$ cat src/rtl/sdram_bus_pkg.sv
// Shared definitions for the 32-bit bus to 16-bit SDRAM controller bridge.
//   state_t        : adapter FSM states
//   SD_CMD_*       : command encodings on the controller command port
//   byte_merge()   : replaces the bytes of an old word selected by be with new data
package sdram_bus_pkg;

  typedef enum logic [2:0] {
    FLUSH,
    IDLE,
    RD_CMD,
    RD_HI,
    WR_CMD,
    WR_WAIT,
    DONE
  } state_t;

  localparam logic [1:0] SD_CMD_IDLE  = 2'd0;
  localparam logic [1:0] SD_CMD_WRITE = 2'd1;
  localparam logic [1:0] SD_CMD_READ  = 2'd2;

  function automatic logic [31:0] byte_merge(input logic [31:0] old_word,
                                             input logic [31:0] new_word,
                                             input logic [3:0]  be);
    logic [31:0] merged;
    merged = old_word;
    for (int b = 0; b < 4; b++) begin
      if (be[b]) merged[8*b +: 8] = new_word[8*b +: 8];
    end
    return merged;
  endfunction

endpackage

$ cat src/rtl/sdram_bus_if.sv
// SoC word-bus side of the SDRAM bridge.
//   a     : byte address (bits [1:0] ignored by the slave)
//   d/be  : write data and byte enables
//   we/rd : request levels, held by the master until ready
//   spo   : read data, valid with ready and held until the next read
//   ready : one-cycle completion pulse
//   busy  : slave is not idle
interface sdram_bus_if #(
  parameter int USER_ADDRESS_WIDTH = 24
);
  logic [USER_ADDRESS_WIDTH:0] a;
  logic [31:0]                 d;
  logic [3:0]                  be;
  logic                        we;
  logic                        rd;
  logic [31:0]                 spo;
  logic                        ready;
  logic                        busy;

  modport master (output a, d, be, we, rd, input spo, ready, busy);
  modport slave  (input a, d, be, we, rd, output spo, ready, busy);
endinterface

$ cat src/rtl/sdram_bus_adapter.sv
// Bridges a 32-bit word bus onto the 16-bit port of sdram_controller
// (read burst 2, write burst 1). Each word is one aligned two-beat burst,
// low halfword first. Partial writes are read-modify-write because the
// controller never masks bytes.
// Ports:
//   clk, rst    : clock shared with the controller, sync active-high reset
//   bus         : word-bus slave (a, d, be, we, rd, spo, ready, busy)
//   sd_command  : 0 idle, 1 write, 2 read
//   sd_address  : halfword address of the burst's first beat
//   sd_wdata    : write beat data
//   sd_rdata    : read beat data, qualified by sd_rvalid
//   sd_wdone    : controller write-done level
module sdram_bus_adapter
  import sdram_bus_pkg::*;
#(
  parameter int USER_ADDRESS_WIDTH = 24,
  parameter int FLUSH_CYCLES       = 32
) (
  input  logic                          clk,
  input  logic                          rst,
  sdram_bus_if.slave                    bus,
  output logic [1:0]                    sd_command,
  output logic [USER_ADDRESS_WIDTH-1:0] sd_address,
  output logic [15:0]                   sd_wdata,
  input  logic [15:0]                   sd_rdata,
  input  logic                          sd_rvalid,
  input  logic                          sd_wdone
);

  localparam int CNT_W = $clog2(FLUSH_CYCLES + 1);
  localparam logic [CNT_W-1:0] FLUSH_LAST = CNT_W'(FLUSH_CYCLES - 1);

  state_t             state;
  logic [CNT_W-1:0]   flush_cnt;
  logic [31:0]        spo;
  logic               ready;
  logic               busy;

  // Request and burst data registers; only read in states that wrote them first.
  logic [31:0]        d_lat;
  logic [3:0]         be_lat;
  logic               is_rmw;
  logic [15:0]        rd_lo;
  logic [31:0]        wr_word;
  logic [31:0]        merged;

  assign bus.spo   = spo;
  assign bus.ready = ready;
  assign bus.busy  = busy;

  // Word just read (high beat arriving now) overlaid with the pending write bytes.
  assign merged = byte_merge({sd_rdata, rd_lo}, d_lat, be_lat);

  always_ff @(posedge clk) begin
    if (rst) begin
      // The controller has no reset and may still be mid-burst; FLUSH waits it out.
      state      <= FLUSH;
      flush_cnt  <= '0;
      spo        <= '0;
      ready      <= 1'b0;
      busy       <= 1'b1;
      sd_command <= SD_CMD_IDLE;
      sd_address <= '0;
      sd_wdata   <= '0;
    end else begin
      ready <= 1'b0;
      case (state)
        FLUSH: begin
          busy <= 1'b1;
          if (flush_cnt == FLUSH_LAST) begin
            state <= IDLE;
            busy  <= 1'b0;
          end else begin
            flush_cnt <= flush_cnt + 1'b1;
          end
        end

        IDLE: begin
          if (bus.rd || bus.we) begin
            d_lat      <= bus.d;
            be_lat     <= bus.be;
            sd_address <= {bus.a[USER_ADDRESS_WIDTH:2], 1'b0};
            busy       <= 1'b1;
            if (bus.rd) begin
              is_rmw     <= 1'b0;
              sd_command <= SD_CMD_READ;
              state      <= RD_CMD;
            end else if (bus.be == 4'hF) begin
              wr_word    <= bus.d;
              sd_wdata   <= bus.d[15:0];
              sd_command <= SD_CMD_WRITE;
              state      <= WR_CMD;
            end else if (bus.be == 4'h0) begin
              // Nothing to write: complete without touching SDRAM.
              ready <= 1'b1;
              state <= DONE;
            end else begin
              is_rmw     <= 1'b1;
              sd_command <= SD_CMD_READ;
              state      <= RD_CMD;
            end
          end
        end

        RD_CMD: begin
          if (sd_rvalid) begin
            rd_lo      <= sd_rdata;
            sd_command <= SD_CMD_IDLE;
            state      <= RD_HI;
          end
        end

        RD_HI: begin
          if (sd_rvalid) begin
            if (is_rmw) begin
              wr_word    <= merged;
              sd_wdata   <= merged[15:0];
              sd_command <= SD_CMD_WRITE;
              state      <= WR_CMD;
            end else begin
              spo   <= {sd_rdata, rd_lo};
              ready <= 1'b1;
              state <= DONE;
            end
          end
        end

        WR_CMD: begin
          // The controller takes the low beat in the cycle it raises wdone.
          if (sd_wdone) begin
            sd_wdata   <= wr_word[31:16];
            sd_command <= SD_CMD_IDLE;
            state      <= WR_WAIT;
          end
        end

        WR_WAIT: begin
          if (!sd_wdone) begin
            ready <= 1'b1;
            state <= DONE;
          end
        end

        DONE: begin
          // Master still holds rd/we this cycle; give it time to drop them.
          busy  <= 1'b0;
          state <= IDLE;
        end

        default: begin
          state <= FLUSH;
          busy  <= 1'b1;
        end
      endcase
    end
  end

endmodule

$ cat src/flat_wrapper.sv
// flat-port wrapper written by rule: the top's interface ports become plain ports
module sdram_bus_adapter_flat import sdram_bus_pkg::*;
#(
  parameter int USER_ADDRESS_WIDTH = 24,
  parameter int FLUSH_CYCLES       = 32
)
  (clk, rst, sd_command, sd_address, sd_wdata, sd_rdata, sd_rvalid, sd_wdone, bus_a, bus_d, bus_be, bus_we, bus_rd, bus_spo, bus_ready, bus_busy);
  sdram_bus_if #(.USER_ADDRESS_WIDTH(USER_ADDRESS_WIDTH)) bus_i ();
  input  logic clk;
  input  logic rst;
  output logic [1:0] sd_command;
  output logic [USER_ADDRESS_WIDTH-1:0] sd_address;
  output logic [15:0] sd_wdata;
  input  logic [15:0] sd_rdata;
  input  logic sd_rvalid;
  input  logic sd_wdone;
  input wire logic [$bits(bus_i.a)-1:0] bus_a;
  input wire logic [$bits(bus_i.d)-1:0] bus_d;
  input wire logic [$bits(bus_i.be)-1:0] bus_be;
  input wire logic [$bits(bus_i.we)-1:0] bus_we;
  input wire logic [$bits(bus_i.rd)-1:0] bus_rd;
  output wire logic [$bits(bus_i.spo)-1:0] bus_spo;
  output wire logic [$bits(bus_i.ready)-1:0] bus_ready;
  output wire logic [$bits(bus_i.busy)-1:0] bus_busy;
  assign bus_i.a = bus_a;
  assign bus_i.d = bus_d;
  assign bus_i.be = bus_be;
  assign bus_i.we = bus_we;
  assign bus_i.rd = bus_rd;
  assign bus_spo = bus_i.spo;
  assign bus_ready = bus_i.ready;
  assign bus_busy = bus_i.busy;
  sdram_bus_adapter #(.USER_ADDRESS_WIDTH(USER_ADDRESS_WIDTH), .FLUSH_CYCLES(FLUSH_CYCLES)) u_core (.clk(clk), .rst(rst), .bus(bus_i), .sd_command(sd_command), .sd_address(sd_address), .sd_wdata(sd_wdata), .sd_rdata(sd_rdata), .sd_rvalid(sd_rvalid), .sd_wdone(sd_wdone));
endmodule
$ cat config.mk
export PLATFORM = sky130hd
export DESIGN_NAME = sdram_bus_adapter_flat
export DESIGN_NICKNAME = d
export VERILOG_FILES = /design/src/rtl/sdram_bus_pkg.sv /design/src/rtl/sdram_bus_if.sv /design/src/rtl/sdram_bus_adapter.sv /design/src/flat_wrapper.sv
export SDC_FILE = /design/constraint.sdc
export NUM_CORES = 1
export LEC_CHECK = 0
export BUFFER_PORTS_ARGS = -buffer_cell sky130_fd_sc_hd__buf_4
export CAP_MARGIN = 5
export CORE_MARGIN = 1
export CORE_UTILIZATION = 45
export CTS_CLUSTER_SIZE = 28
export DETAILED_ROUTE_END_ITERATION = 7
export PLACE_DENSITY = 0.81
export RECOVER_POWER = 50
export SLEW_MARGIN = 20
export SYNTH_ARGS = -nofsm -noshare
export SYNTH_HDL_FRONTEND = slang
export SYNTH_SLANG_ARGS = --single-unit
$ cat constraint.sdc
create_clock -name clk -period 4.4 [get_ports clk]
set_clock_uncertainty 0.2 [all_clocks]
set_input_delay 0.66 -clock clk [delete_from_list [all_inputs] [get_ports clk]]
set_output_delay 0.66 -clock clk [all_outputs]
set_load 0.05 [all_outputs]
# --- After elaboration in Yosys (flattened, before gate mapping) ---
# Index checks and enable logic that the tools add are counted.
classes:
  addsub: 1
  n_eq_ne: 20
  mux: 50
  bitwise_logic: 4
  reduce_logical: 18
op_table:
  columns: ["operator", "count"]
  rows:
  - ["$mux 32", 5]
  - ["$mux 16", 6]
  - ["$pmux 32 s2", 1]
  - ["$pmux 16 s3", 1]
  - ["$mux 8", 4]
  - ["$mux 3", 9]
  - ["$pmux 3 s7", 1]
  - ["$reduce_and 7->1", 3]
  - ["$mux 2", 9]
  - ["$ne 2x2->1 const B", 7]
  - ["$mux 1", 11]
  - ["$eq 3x3->1 const B", 3]
  - ["$reduce_and 3->1", 3]
  - ["$ne 2x1->1 const B", 4]
  - ["$pmux 2 s4", 1]
  - ["$add 6x1->6 const B", 1]
  - ["$eq 3x2->1 const B", 2]
  - ["$eq 6x5->1 const B", 1]
  - ["$reduce_and 2->1", 3]
  - ["$reduce_and 6->1", 1]
  - ["$reduce_and 5->1", 1]
  - ["$eq 4x4->1 const B", 1]
  - ["$logic_not 4->1", 1]
  - ["$ne 4x3->1 const B", 1]
  - ["other kinds (10)", 13]
totals:
  regBits: 169
  input_bits: 83
  output_inout_bits: 76

# --- Logic depth before layout (Yosys ltp) ---
# Gate-level depths: netlist (run 1).
logic_depth:
  word_depth: 6
  depth_mapped: 8
  depth_no_buf: 5

# --- Worst setup path after synthesis (run 1) ---
# Ideal clock, no wire load.
synth_timing:
  kind: "input port to flip-flop"
  start: "input port bus_rd"
  end: "register u_core.be_lat[0], enable pin"
  setup_ns: 0.429
  arrival_ns: 3.050
  required_ns: 3.771
  slack_ns: 0.721
  stages: 6
  path_cell_list: "clkbuf_1 > o21ba_2 > nand2b_1 > clkbuf_1 > clkbuf_1 > nor2_1"
synth_via:
  elab_chain_len: 2
synth_rtl:
  columns: ["element", "line", "rtl"]
  rows:
  - ["start, declared", "flat_wrapper.sv:21", "input wire logic [$bits(bus_i.rd)-1:0] bus_rd;"]
  - ["$logic_or 1x1->1", "sdram_bus_adapter.sv:79", "if (bus.rd || bus.we) begin"]
  - ["$reduce_and 3->1 (no source line)", null, null]
  - ["end signal, assigned", "sdram_bus_adapter.sv:81", "be_lat <= bus.be;"]
  - ["end, declared", "sdram_bus_adapter.sv:41", "logic [3:0] be_lat;"]
# Every way passes these cells.
# A chain may end at the register's enable or synchronous reset.

# --- Worst setup path in the final report (run 1) ---
layout_timing:
  start: "register u_core.state[1]"
  end: "register u_core.ready (netlist: u_core.bus.ready)"
layout_via:
  elab_chain_len: 2
  elab_cells_between_ends: 4
  cone_classes: "3 x eq/ne; 1 x mux"
layout_rtl:
  columns: ["element", "line", "rtl"]
  rows:
  - ["start, declared", "sdram_bus_adapter.sv:33", "state_t state;"]
  - ["start signal, assigned", "sdram_bus_adapter.sv:57", "state <= FLUSH;"]
  - ["start signal, assigned", "sdram_bus_adapter.sv:71", "state <= IDLE;"]
  - ["start signal, assigned", "sdram_bus_adapter.sv:87", "state <= RD_CMD;"]
  - ["$eq 3x3->1 (tied with other cells)", "sdram_bus_adapter.sv:67", "case (state)"]
  - ["$pmux 1 s3 (*)", "sdram_bus_adapter.sv:67", null]
  - ["end signal, assigned", "sdram_bus_adapter.sv:60", "ready <= 1'b0;"]
  - ["end signal, assigned", "sdram_bus_adapter.sv:66", "ready <= 1'b0;"]
  - ["end signal, assigned", "sdram_bus_adapter.sv:95", "ready <= 1'b1;"]
  - ["end, declared", "sdram_bus_adapter.sv:36", "logic ready;"]
# Mark *: on every way between the ends. The rest lies on a longest branch, timed or not.

==> impl_metrics.yaml, run 1 <==
setup_path:
  path_cells: "nand3b_1 > nor3b_2 > buf_4 > o21bai_1 > a21oi_1"
  cp.arrival_ps: 3180
  worstRegToRegCells: 5
  worst_setup_path_start_kind: "register"
  regToRegEndpoint: "u_core.bus.ready"
  worstSetupPathType: "register to register"
  critical_path_required_ps: 4540
  crit-reg2reg-launch: "u_core.state[1]"
  slowest_stage_cell_cp: "sky130_fd_sc_hd__nand3b_1"
  cp_max_fo: 26
  delay_of_the_slowest_cell_on_the_worst_path_ps: 910
  setup.reg_to_reg.worst_slack_ps: 1360
  crit_path_end_kind: "register"
synth:
  synth_warnings: 0
  mappedNetlistNets: 663
  yosysTopAreaCellShare_pct: 33.73
  synth_area_sq_um: 6142
  async_reset_ff_share_pct: 0
  seq_area_frac_synth_pct: 61.11
  synth-seq-cells: 153
  number_of_cells_produced_by_synthesis: 579
  yosysUniqueCellTypes: 50
  yosys-top-cells-area: "sky130_fd_sc_hd__edfxtp_1 34%, sky130_fd_sc_hd__dfxtp_1 27%, sky130_fd_sc_hd__nand2_1 8.1%, sky130_fd_sc_hd__mux2i_1 5.4%, sky130_fd_sc_hd__a21oi_1 5.0%"
  yosysTopAreaCell: "sky130_fd_sc_hd__edfxtp_1"
  syn_area_per_cell_sq_um: 10.61
  number_of_synthesized_flops_with_an_enable_pin: 69
  most_instantiated_flip_flop_cell_in_the_synthesis_netlist: "sky130_fd_sc_hd__dfxtp_1"
route:
  wl_met1_microns: 6552
  drt_first_pass_iters: 5
  wl_microns: 16040
  vias_per_cell: 5.436
  detail_route.wl_per_cell_microns: 17.67
  route.top_layer_used: "met4"
  vias: 4936
  detail_route.drc_violations: 0
  met2WireLength_microns: 7778
  initialDrtViolationCount: 337
  route.met3.wl_microns: 1359
  detail-route-antenna-nets: 0
sta:
  timing.fmax_mhz: 328.8
  max_slew_margin_pct: 23.81
  setup-violations-final: 0
  hold-worst-slack_ps: 252.3
  grt_setup_unrepaired: "no"
  slew_violations: 0
  final.setup.worst_slack_ps: 1358
  final_setup_tns_ps: 0
  timing.final.hold_violations: 0
  period_share_pct: 69.13
  finalWorstPathRequiredPeriod_ps: 3042
  transition_at_the_pin_with_the_smallest_max_transition_slack_ps: 1139
clock_tree:
  num_cts_buffers: 17
  clock_tree_from_tritoncts: "done"
  clock_path_buffers: 2
  cts.htree.levels: 4
  insertion_delay_ps: 410
  root_buffer_master: "sky130_fd_sc_hd__clkbuf_16"
  clk_pin_slew_ps: 60
  post_cts_resized: 0
  clock_tree_sinks: 153
  postCtsSetupRepairBufs: 0
  hold_buffers: 0
placed_design:
  gp_congestion: 0.8235
  pre_cts_slack_ps: 1502
  placement.io_buffers: 155
  dp_hpwl_microns: 11220
  dp_cells: 876
min_path:
  worst_hold_path_type: "input pin to register"
  worst_hold_path_depth: 1
  end_point_of_the_worst_hold_path: "u_core.d_lat[15]"
  hold_path_startpoint: "bus_d[15]"
power_and_ir_drop:
  internal_power_mw: 2.352
  p_leak_nw: 2.579
  switching_share_pct: 20.38
  p_sw_uw: 602.1
  clock_power_share_pct: 46.2
  power.combinational.fraction_pct: 3.4
  power_density_nw_per_um2: 391.7
  power.ir.vdd_worst_uv: 250.4
  power.sequential.fraction_pct: 50.4
floorplanning:
  dieWidth_microns: 118.8
  effective_utilization_at_floorplan_pct: 46.20
  die-area_sq_um: 14120
  num_io_pins: 159
  placeable_core_area_sq_um: 13300
  std_cell_rows: 42
  die-height_microns: 118.8
cells_and_area:
  nNetsFinal: 803
  final_non_filler_cells: 908
  final_layout_size_suffix_gt1_share_pct: 12.98
  n_fill_cell: 1178
  antenna-diode-count: 0
  syn_to_final_growth_pct: 22.77
global_route:
  grt_overflow_total: 0
  global_route_wire_length_before_repair_microns: 25160
  grt_start_max_net_pins: 85
  grt_usage_pct: 23.20
  vias_in_the_first_global_route: 4752
  antenna_found_initial: 0
job:
  max_cap_violations: 0
status:
  outcome: "finished clean"
==> routing by layer <==
metal	GRT usage, %	up-vias
li1	-	2340
met1	29.19	2334
met2	38.56	236
met3	5.603	26
met4	8.940	0
met5	0	-
==> worst max-delay path: cells and delay by family, from the launching register on <==
family                 cells  cell delay (ps)
DFF                        1              750
buffers and inverters      1              310
and+or+nand+nor            2             1410
AOI/OAI and AO/OA          2              280
==> stage by stage <==
step           total power, mW  cell area (sq um)  util (%)
3_5_place_dp             1.634               7432     55.90
6_report                 2.954               7541     56.72
4_1_cts                  2.978               7986     60.07
5_1_grt                  3.037               7541     56.72
2_1_floorplan            1.558               6142         -
3_3_place_gp             1.629               7426     55.85
==> worst max path at each step <==
stage               startpoint  depth (start not counted)  slack, ps               end
2_1_floorplan           bus_rd                          6        720  u_core.be_lat[0]
3_3_place_gp   u_core.state[0]                          5       1550  u_core.bus.ready
3_5_place_dp   u_core.state[0]                          5       1500  u_core.bus.ready
4_1_cts        u_core.state[1]                          5       1430  u_core.bus.ready
5_1_grt        u_core.state[1]                          5       1160  u_core.bus.ready
6_report       u_core.state[1]                          5       1360  u_core.bus.ready
==> cell type report <==
| class | count | area [sq um] | share of cell area, % |
|---|---|---|---|
| Clock buffer | 24 | 483.0 | 6.405 |
| Clock inverter | 8 | 71.32 | 0.9457 |
| Inverter | 2 | 7.507 | 0.09955 |
| Multi-Input combinational cell | 380 | 2206 | 29.25 |
| Sequential cell | 153 | 3754 | 49.78 |
| Tap cell | 176 | 220.2 | 2.920 |
| Timing Repair Buffer | 165 | 799.5 | 10.60 |
==> state kept, by name, indices dropped and copies added (netlist names) <==
register / count
u_core.rd_lo: 16
u_core.is_rmw: 1
u_core.bus.ready: 1
u_core.sd_wdata: 16
u_core.flush_cnt: 6
u_core.d_lat: 32
u_core.state: 3
u_core.sd_command: 2
u_core.wr_word: 16
u_core.be_lat: 4
u_core.bus.spo: 32
u_core.bus.busy: 1
u_core.sd_address: 23
==> cells in the final DEF, fill, tap and decap left out, types with 2 or more instances in the layout <==
cell type and n:
sky130_fd_sc_hd__a211oi_2 11, sky130_fd_sc_hd__clkbuf_16 18, sky130_fd_sc_hd__buf_4 36, sky130_fd_sc_hd__nand3_1 2, sky130_fd_sc_hd__clkbuf_4 12, sky130_fd_sc_hd__and2_1 2, sky130_fd_sc_hd__inv_1 2, sky130_fd_sc_hd__edfxtp_1 69
sky130_fd_sc_hd__dfxtp_1 84, sky130_fd_sc_hd__mux2i_1 33, sky130_fd_sc_hd__xor2_1 5, sky130_fd_sc_hd__o211ai_1 2, sky130_fd_sc_hd__nand2_1 133, sky130_fd_sc_hd__a211oi_1 7, sky130_fd_sc_hd__clkinv_2 5, sky130_fd_sc_hd__nor2_1 25
sky130_fd_sc_hd__o2111ai_1 2, sky130_fd_sc_hd__nor3b_1 2, sky130_fd_sc_hd__or3_1 2, sky130_fd_sc_hd__nand3b_1 2, sky130_fd_sc_hd__o21bai_1 4, sky130_fd_sc_hd__nand2b_1 7, sky130_fd_sc_hd__clkbuf_1 122, sky130_fd_sc_hd__a221oi_1 16
sky130_fd_sc_hd__or4_1 2, sky130_fd_sc_hd__a21oi_1 61, sky130_fd_sc_hd__o21ai_0 18, sky130_fd_sc_hd__nor3b_2 2, sky130_fd_sc_hd__nor3_1 19
==> cells in the mapped netlist (2+ instances only) <==
library cell,n
sky130_fd_sc_hd__nand3b_1,2
sky130_fd_sc_hd__buf_6,3
sky130_fd_sc_hd__nand2b_1,7
sky130_fd_sc_hd__a221oi_1,16
sky130_fd_sc_hd__o21bai_1,4
sky130_fd_sc_hd__edfxtp_1,69
sky130_fd_sc_hd__nor3_1,20
sky130_fd_sc_hd__dfxtp_1,84
sky130_fd_sc_hd__inv_1,2
sky130_fd_sc_hd__o211ai_1,2
sky130_fd_sc_hd__nor3b_1,3
sky130_fd_sc_hd__clkbuf_1,32
sky130_fd_sc_hd__a211oi_2,10
sky130_fd_sc_hd__o21ai_0,18
sky130_fd_sc_hd__a211oi_1,8
sky130_fd_sc_hd__mux2i_1,33
sky130_fd_sc_hd__xor2_1,5
sky130_fd_sc_hd__buf_1,4
sky130_fd_sc_hd__buf_4,4
sky130_fd_sc_hd__nor2_1,26
sky130_fd_sc_hd__or3_1,2
sky130_fd_sc_hd__o2111ai_1,2
sky130_fd_sc_hd__a21oi_1,61
sky130_fd_sc_hd__nand3_1,2
sky130_fd_sc_hd__and2_1,2
sky130_fd_sc_hd__or4_1,2
sky130_fd_sc_hd__nand2_1,133
==> power by group through the flow <==
stage	clock [mW]	combinational, mW	sequential (mW)
2_1_floorplan	0	0.0393	1.52
5_1_grt	1.44	0.111	1.49
3_3_place_gp	0	0.111	1.52
3_5_place_dp	0	0.115	1.52
4_1_cts	1.37	0.116	1.49
6_report	1.36	0.101	1.49
==> cells by family after synthesis <==
logic type                 after synthesis  synth area share, %
and+or+nand+nor                        209                14.89
DFF                                    153                61.11
AOI/OAI and AO/OA                      130                14.06
buffers and inverters                   46                3.443
muxes                                   33                5.378
xor gates and xnor gates                 6               0.8556
adders and majority gates                1               0.2037
other                                    1              0.06105
Power figures use the tool's default switching activity.
==> run 2: changes to the inputs <==
--- a/config.mk
+++ b/config.mk
@@ -11,7 +11,7 @@
 export CORE_UTILIZATION = 45
 export CTS_CLUSTER_SIZE = 28
 export DETAILED_ROUTE_END_ITERATION = 7
-export PLACE_DENSITY = 0.81
+export PLACE_DENSITY = 0.83
 export RECOVER_POWER = 50
 export SLEW_MARGIN = 20
 export SYNTH_ARGS = -nofsm -noshare
==> constraint.sdc (replaced) <==
create_clock -name clk -period 2.48 [get_ports clk]
set_clock_uncertainty 0.2 [all_clocks]
set_input_delay 0.372 -clock clk [delete_from_list [all_inputs] [get_ports clk]]
set_output_delay 0.372 -clock clk [all_outputs]
set_load 0.05 [all_outputs]
==> run 2 against run 1 <==
Net effect: sequential power rose by 77%; combinational power grew to 2.6 times the previous value; critical path depth increased by 1; count of clock-buffer cells in the layout rose by 1; sequential share of layout area is 4.1 points lower; critical endpoint is now u_core.wr_word[25]; largest cell class unchanged; highest routed layer unchanged.
==> impl_metrics.yaml, run 2 (synthesized netlist as in run 1, its figures left out) <==
status:
  outcome: "finished clean"
setup_path:
  worst_setup_path_start_kind: "input pin"
  delay_of_the_slowest_cell_on_the_worst_path_ps: 520
  slowest_stage_cell_cp: "sky130_fd_sc_hd__dlygate4sd3_1"
  timing.critical_path.depth: 6
  cp.arrival_ps: 2300
  worstRegToRegCells: 4
  crit_path_end_kind: "register"
  worst_path_dominant_cell_family: "buffers and inverters"
  critical_path_buf_inv_count: 3
  worstSetupPathType: "input pin to register"
  path_cells: "dlygate4sd3_1 > clkbuf_1 > nand4_1 > or3_1 > a211oi_2 > buf_4"
  cp_max_fo: 17
  critical_path_required_ps: 2370
cells_and_area:
  reg_top3: "u_core.bus.spo x32, u_core.d_lat x32, u_core.sd_address x23"
  most-common-layout-cells: "133 x sky130_fd_sc_hd__nand2_1, 110 x sky130_fd_sc_hd__clkbuf_1, 84 x sky130_fd_sc_hd__dfxtp_1"
  mostFrequentLayoutCell: "sky130_fd_sc_hd__nand2_1"
  n_fill_cell: 1085
  final_layout_size_suffix_gt1_share_pct: 14.03
  nNetsFinal: 862
  syn_to_final_growth_pct: 33.71
sta:
  grt_setup_unrepaired: "no"
  timing.fmax_mhz: 415.4
  max_slew_margin_pct: 49.70
  finalWorstPathRequiredPeriod_ps: 2407
  final_setup_tns_ps: 0
  hold-worst-slack_ps: 15.59
  setup-violations-final: 0
  timing.final.hold_violations: 0
  period_share_pct: 97.06
  final.setup.worst_slack_ps: 72.81
  slew_violations: 0
  transition_at_the_pin_with_the_smallest_max_transition_slack_ps: 754.6
route:
  drt_first_pass_iters: 6
  detail_route.wl_per_cell_microns: 19.36
  detail-route-antenna-nets: 0
  initialDrtViolationCount: 401
  detail_route.drc_violations: 0
  vias: 5463
  wl_microns: 18740
  vias_per_cell: 5.644
power_and_ir_drop:
  switching_share_pct: 20.57
  internal_power_mw: 4.271
  p_leak_nw: 2.889
  power.ir.vdd_worst_uv: 387.9
  p_sw_mw: 1.106
  total_power_mw: 5.377
  clock_power_share_pct: 46.0
  power_density_nw_per_um2: 654.7
  power.sequential.fraction_pct: 49.1
  power.combinational.fraction_pct: 4.9
job:
  max_cap_violations: 0
placed_design:
  gp_congestion: 0.8048
  placement.io_buffers: 155
  dp_hpwl_microns: 11480
  pre_cts_slack_ps: 79.13
clock_tree:
  clock_tree_sinks: 153
  cts.htree.levels: 4
  clock_path_buffers: 2
  num_cts_buffers: 17
  clk_pin_slew_ps: 60
  root_buffer_master: "sky130_fd_sc_hd__clkbuf_16"
  insertion_delay_ps: 410
  postCtsSetupRepairBufs: 0
  clock_tree_from_tritoncts: "done"
floorplanning:
  die-area_sq_um: 14120
  die-height_microns: 118.8
  std_cell_rows: 42
  num_io_pins: 159
  effective_utilization_at_floorplan_pct: 46.20
  dieWidth_microns: 118.8
  placeable_core_area_sq_um: 13300
global_route:
  vias_in_the_first_global_route: 5427
  grt_start_max_net_pins: 49
  global_route_wire_length_before_repair_microns: 28840
  antenna_found_initial: 1
  grt_usage_pct: 26.83
  grt_overflow_total: 0
min_path:
  worst_hold_path_depth: 3
  worst_hold_path_type: "input pin to register"
==> run 2: power groups by stage <==
stage	logic (mW)	registers (mW)	clock network [mW]
2_1_floorplan	0.0707	2.69	0
3_3_place_gp	0.201	2.69	0
3_5_place_dp	0.207	2.69	0
4_1_cts	0.279	2.64	2.47
5_1_grt	0.282	2.64	2.59
6_report	0.264	2.64	2.47
==> run 2: per-layer routing <==
layer	vias to the layer above	share of wire, %	GRT usage (%)
met5	-	0	0
met4	0	3.8	13.92
met3	53	6.3	6.082
met2	294	51	45.76
met1	2649	39	31.60
li1	2467	-	-
==> run 2: path summary, 6_finish.rpt <==
check / start / to / slack, ps
min reg2reg: u_core.bus.spo[28] / u_core.bus.spo[28] / 250
min: bus_a[8] / u_core.sd_address[7] / 20
max: bus_be[3] / u_core.wr_word[25] / 70
max reg2reg: u_core.state[2] / u_core.sd_wdata[12] / 180
==> run 2: what timing repair did <==
action	CTS	global route
setup endpoints to repair	0	16
resized for setup	0	1
hold endpoints to repair	54	0
hold buffers	54	0
==> run 2: cell type report <==
class	instances	area, sq um	area share, %
clock inverter	7	36.28	0.4418
timing repair buffer	224	1443	17.57
multi-input combinational	380	2212	26.93
sequential	153	3754	45.70
inverter	2	7.507	0.09141
clock buffer	25	538.0	6.551
antenna	1	2.502	0.03047
tap	176	220.2	2.681
==> run 2: worst reg2reg max path: stages, from the launching register on <==
cell                       delay [ps]
sky130_fd_sc_hd__dfxtp_1          610
sky130_fd_sc_hd__nor3b_2          390
sky130_fd_sc_hd__a32o_1           190
sky130_fd_sc_hd__or2_1            600
sky130_fd_sc_hd__a211oi_2         160
==> run 2: per-stage QoR <==
step	std cells	cell area (sq um)	utilization [%]
finish	968	8213	61.77
detailed placement	881	7510	56.48
floorplan	579	6161	-
global placement	881	7510	56.48
global route	968	8213	61.77
CTS	967	8625	64.87
